**src/rtl/muldiv_arbiter.sv**
```systemverilog
// Two-requester front end for the shared iterative multiply/divide unit in EX.
// Define MDU_ARB_RR_EN for round-robin arbitration; otherwise requester 0 has fixed priority.
module muldiv_arbiter #(
  parameter int                FUNC_W    = 5,
  parameter logic [FUNC_W-1:0] FUNC_NONE = FUNC_W'(0),
  parameter logic [FUNC_W-1:0] FUNC_MUL  = FUNC_W'(1),
  parameter logic [FUNC_W-1:0] FUNC_DIV  = FUNC_W'(2)
) (
  input  logic              clk,
  input  logic              rst,
  input  logic              flush,
  input  logic              req0_valid,
  output logic              req0_ready,
  input  logic              req0_op,
  input  logic              req0_sign,
  input  logic [31:0]       req0_a,
  input  logic [31:0]       req0_b,
  input  logic              req1_valid,
  output logic              req1_ready,
  input  logic              req1_op,
  input  logic              req1_sign,
  input  logic [31:0]       req1_a,
  input  logic [31:0]       req1_b,
  output logic              rsp0_valid,
  input  logic              rsp0_ready,
  output logic [31:0]       rsp0_hi,
  output logic [31:0]       rsp0_lo,
  output logic              rsp1_valid,
  input  logic              rsp1_ready,
  output logic [31:0]       rsp1_hi,
  output logic [31:0]       rsp1_lo,
  output logic [FUNC_W-1:0] unit_func,
  output logic              unit_sign,
  output logic [31:0]       unit_a,
  output logic [31:0]       unit_b,
  output logic              unit_hold,
  output logic              unit_flush,
  input  logic              unit_busy,
  input  logic [31:0]       unit_hi,
  input  logic [31:0]       unit_lo
);

  typedef enum logic [1:0] {
    IDLE  = 2'd0,
    ISSUE = 2'd1,
    RESP  = 2'd2
  } state_t;

  state_t      state;
  state_t      state_next;
  logic        owner;
  logic        op_lat;
  logic        sign_lat;
  logic [31:0] a_lat;
  logic [31:0] b_lat;
  logic [31:0] hi_res;
  logic [31:0] lo_res;
  logic        take;
  logic        grant_id;
  logic        capture;
  logic        owner_ready;

  // A grant happens only in IDLE, never during flush or while reset is held.
  assign take    = (state == IDLE) && (req0_valid || req1_valid) && !flush && !rst;
  assign capture = (state == ISSUE) && !unit_busy && !flush;

`ifdef MDU_ARB_RR_EN
  logic last_grant;

  always_comb begin
    grant_id = !req0_valid;
    if (req0_valid && req1_valid) begin
      grant_id = !last_grant;
    end
  end

  // Reset to 1 so the first tie goes to requester 0.
  always_ff @(posedge clk or posedge rst) begin
    if (rst) begin
      last_grant <= 1'b1;
    end else if (take) begin
      last_grant <= grant_id;
    end
  end
`else
  assign grant_id = !req0_valid;
`endif

  assign owner_ready = owner ? rsp1_ready : rsp0_ready;

  always_ff @(posedge clk or posedge rst) begin
    if (rst) begin
      state <= IDLE;
    end else begin
      state <= state_next;
    end
  end

  always_comb begin
    state_next = state;
    case (state)
      IDLE:    if (take) state_next = ISSUE;
      ISSUE:   if (!unit_busy) state_next = RESP;
      RESP:    if (owner_ready) state_next = IDLE;
      default: state_next = IDLE;
    endcase
    if (flush) begin
      state_next = IDLE;
    end
  end

  always_ff @(posedge clk or posedge rst) begin
    if (rst) begin
      owner    <= 1'b0;
      op_lat   <= 1'b0;
      sign_lat <= 1'b0;
      a_lat    <= 32'd0;
      b_lat    <= 32'd0;
    end else if (take) begin
      owner    <= grant_id;
      op_lat   <= grant_id ? req1_op   : req0_op;
      sign_lat <= grant_id ? req1_sign : req0_sign;
      a_lat    <= grant_id ? req1_a    : req0_a;
      b_lat    <= grant_id ? req1_b    : req0_b;
    end
  end

  // Flush drops any captured result so it can never leak into a later response.
  always_ff @(posedge clk or posedge rst) begin
    if (rst) begin
      hi_res <= 32'd0;
      lo_res <= 32'd0;
    end else if (flush) begin
      hi_res <= 32'd0;
      lo_res <= 32'd0;
    end else if (capture) begin
      hi_res <= unit_hi;
      lo_res <= unit_lo;
    end
  end

  always_comb begin
    unit_func = FUNC_NONE;
    if (state == ISSUE) begin
      unit_func = op_lat ? FUNC_DIV : FUNC_MUL;
    end
  end

  assign unit_sign  = sign_lat;
  assign unit_a     = a_lat;
  assign unit_b     = b_lat;
  assign unit_hold  = (state == RESP);
  assign unit_flush = flush;

  assign req0_ready = take && !grant_id;
  assign req1_ready = take && grant_id;

  assign rsp0_valid = (state == RESP) && !owner && !flush;
  assign rsp1_valid = (state == RESP) && owner && !flush;
  assign rsp0_hi    = hi_res;
  assign rsp0_lo    = lo_res;
  assign rsp1_hi    = hi_res;
  assign rsp1_lo    = lo_res;

endmodule

```
**config.mk**
```make
export PLATFORM = sky130hd
export DESIGN_NAME = muldiv_arbiter
export DESIGN_NICKNAME = d
export VERILOG_FILES = /design/src/rtl/muldiv_arbiter.sv
export SDC_FILE = /design/constraint.sdc
export NUM_CORES = 1
export LEC_CHECK = 0
export ABC_AREA = 1
export CAP_MARGIN = 0
export CORE_AREA = 10 10 149 151
export CTS_CLUSTER_DIAMETER = 200
export DETAILED_ROUTE_END_ITERATION = 12
export DIE_AREA = 0 0 159 161
export DONT_BUFFER_PORTS = 1
export SLEW_MARGIN = 0
export SYNTH_ARGS = -nofsm -noshare
export SYNTH_HDL_FRONTEND = slang
export SYNTH_SLANG_ARGS = --single-unit
```
**constraint.sdc**
```tcl
create_clock -name clk -period 4.4 [get_ports clk]
set_input_delay 0.88 -clock clk [delete_from_list [all_inputs] [get_ports clk]]
set_output_delay 0.88 -clock clk [all_outputs]
set_load 0.01 [all_outputs]
```
==> impl_results.md <==
* Routed WL at 21800 um
* Worst Path Class, Setup: input pin to output pin
* Most common cell after layout, fill and taps aside: nand2_1
* Worst slew pin tran at 0.986 ns
* Vias at 5130
* Worst setup path startpoint: req0_valid
* Half-perimeter wire length after placement at 16100 um
* CP Max Fanout at 68
* Fmax at 377 MHz
* Hold Buf Count CTS at 0
* Post-Synth XOR/XNOR Area at 0%
* Pre-Repair DR Iteration Count at 5
* Cell Area, Synth at 0.00660 mm^2
* Global-route wire length before repair at 33400 um
* Post-synthesis adder-cell area fraction at 0%
* Final hold violations at 0
* CTS max path bufs at 2
* Clk slew on worst S/H paths at 0.06 ns
* TNS Setup at 0 ns
* DIE WIDTH at 159 um
* CTS Sinks at 133
* Core area at 0.0192 mm^2
* DR iter-0 viols at 316
* Vias in the first global route at 5488
* Yosys warnings at 0
* I/O pin count at 408
* Post-cts gate resize count at 0
* Diodes inserted at 0
* Largest net degree at the start of global routing at 134
* GPL Wtd Cong at 0.767
* # setup viols final at 0
* Power per cell area at 511 mW/mm^2
* Hold path startpoint: op_lat
* Register area share after synthesis at 50.4%
* Worst VDD drop at 0.223 mV
* Initial antenna violation count at 0
* Std cell rows at 51
* Via/cell ratio at 4.82
* GRT overflow at 0
* Mux cell area share after synthesis at 0%
* I/O Buffers at 0
* Skew-Pair Late Insertion Delay at 0.41 ns
* Area grow syn2layout at 5.46%
* Simple-gate share of the synthesized area at 37.3%
* Fin crit period at 2.65 ns
* Avg Inst Size Synth at 7.49 um^2
* Overall Global Routing Usage at 16.4%
* Max Cap Viol at 0
* Synth unique cells at 12
* Root Buffer: clkbuf_16
* Die Ht at 161 um
* Final setup margin at 1.75 ns
* CTS tree: built
* Compound-gate portion of the synthesized area at 0.152%
* Layout cells sized above 1 at 5.88%
* Post-Synthesis Cells at 881
* Starting Density at 34.3%
* Status: complete, no violations
* Worst r2r src: state[1]
* Die footprint at 0.0256 mm^2
* DR WL/cell at 20.5 um
* Crit start category: input pin
* CTS H-tree lvls at 4
* CTS Buf Count at 17
* Slew margin rel. at 34.1%
* RSZ-0062 raised after global routing: false
* Post-CTS setup buffers at 0
* Leak Pwr at 3.89 nW
* DRT antenna net count at 0
* Most frequent cells in the layout: nand2_1, dfrtp_1, nand3_1, clkbuf_16, nor2_1
* Largest family of logic cells by synthesized area: simple AND/OR/NAND/NOR gates
* Yosys reg bits at 133
* Clock skew at 0.00838 ns
* CP Capture Type: output pin
* Setup slack at placement at 1.75 ns
* Worst Hold Class: flop to flop
* Final Max Tran Viols at 0
* Required time of the critical path at 3.52 ns
* Final Cycle Share at 60.3%
* Nets at 992
* Worst EP arrival at 1.77 ns
* Number of remaining DRC errors at 0
==> final cells by class <==
class	instances	area, um^2
Inverter	11	45.0
Multi-Input combinational cell	616	2510
Timing Repair Buffer	9	80.1
Sequential cell	133	3330
Fill cell	2014	12200
Clock buffer	18	439
Tap cell	265	332
Clock inverter	12	228
==> critical path: stages <==
cell and delay, ns:
inv_2 0.21, buf_4 0.48, nor2_1 0.17
==> path summary, 6_finish.rpt <==
| kind | to | cells after the start | slack, ns |
|---|---|---|---|
| hold / removal | op_lat | 2 | 0.52 |
| min in group asynchronous | unit_a[22] | 2 | 0.53 |
| setup reg to reg | rsp0_lo[26] | 6 | 2.50 |
| setup / recovery | req0_ready | 3 | 1.75 |
| hold reg to reg | op_lat | 2 | 0.52 |
| max in group asynchronous | unit_b[5] | 2 | 3.26 |
==> per-stage QoR <==
stage | power [mW] | utilization [%] | area, um^2 | std cells | hold WS (ns)
final | 3.56 | 36.2 | 6960 | 1064 | 0.519
after global routing | 3.74 | 36.2 | 6960 | 1064 | 0.550
after CTS | 3.62 | 36.2 | 6960 | 1064 | 0.531
after detailed placement | 1.98 | 32.8 | 6290 | 1034 | 0.513
after global placement | 1.97 | 32.8 | 6290 | 1034 | 0.510
after floorplan | 1.87 | - | 6610 | 883 | 0.464
==> cell usage after synthesis <==
cell	instances	area, um^2
conb_1	1	3.75
nor2_1	10	37.5
clkbuf_1	23	86.3
nor2_2	2	12.5
buf_1	6	22.5
nand3_1	131	656
dfrtp_1	133	3330
buf_4	69	518
buf_2	25	125
nand2_1	468	1760
inv_1	11	41.3
o21ai_0	2	10.0
==> sequential cells by signal, summed over array words and instances (netlist names) <==
signal and cells:
rsp0_hi 32, rsp0_lo 32, unit_a 32, unit_b 32, state 2, op_lat 1, owner 1, unit_sign 1
==> power by group <==
group	switching (mW)	total, mW	internal [mW]
Clock	0.536	1.61	1.08
Combinational	0.217	0.318	0.100
Sequential	0.247	1.63	1.38
Total	1.00	3.56	2.55
==> kinds of logic after synthesis <==
logic type / Yosys count
compound gates: 2
buf+inv: 134
flops: 133
other cells: 1
simple gates: 611
==> layer usage <==
metal | global-route usage (%) | part of all wire [%] | vias to the layer above
li1 | - | - | 2480
met2 | 28.5 | 51 | 279
met4 | 4.04 | 0.49 | 0
met3 | 6.81 | 9.4 | 6
met5 | 0 | 0 | -
met1 | 18.4 | 39 | 2365
(Power assumes the default switching activity.)
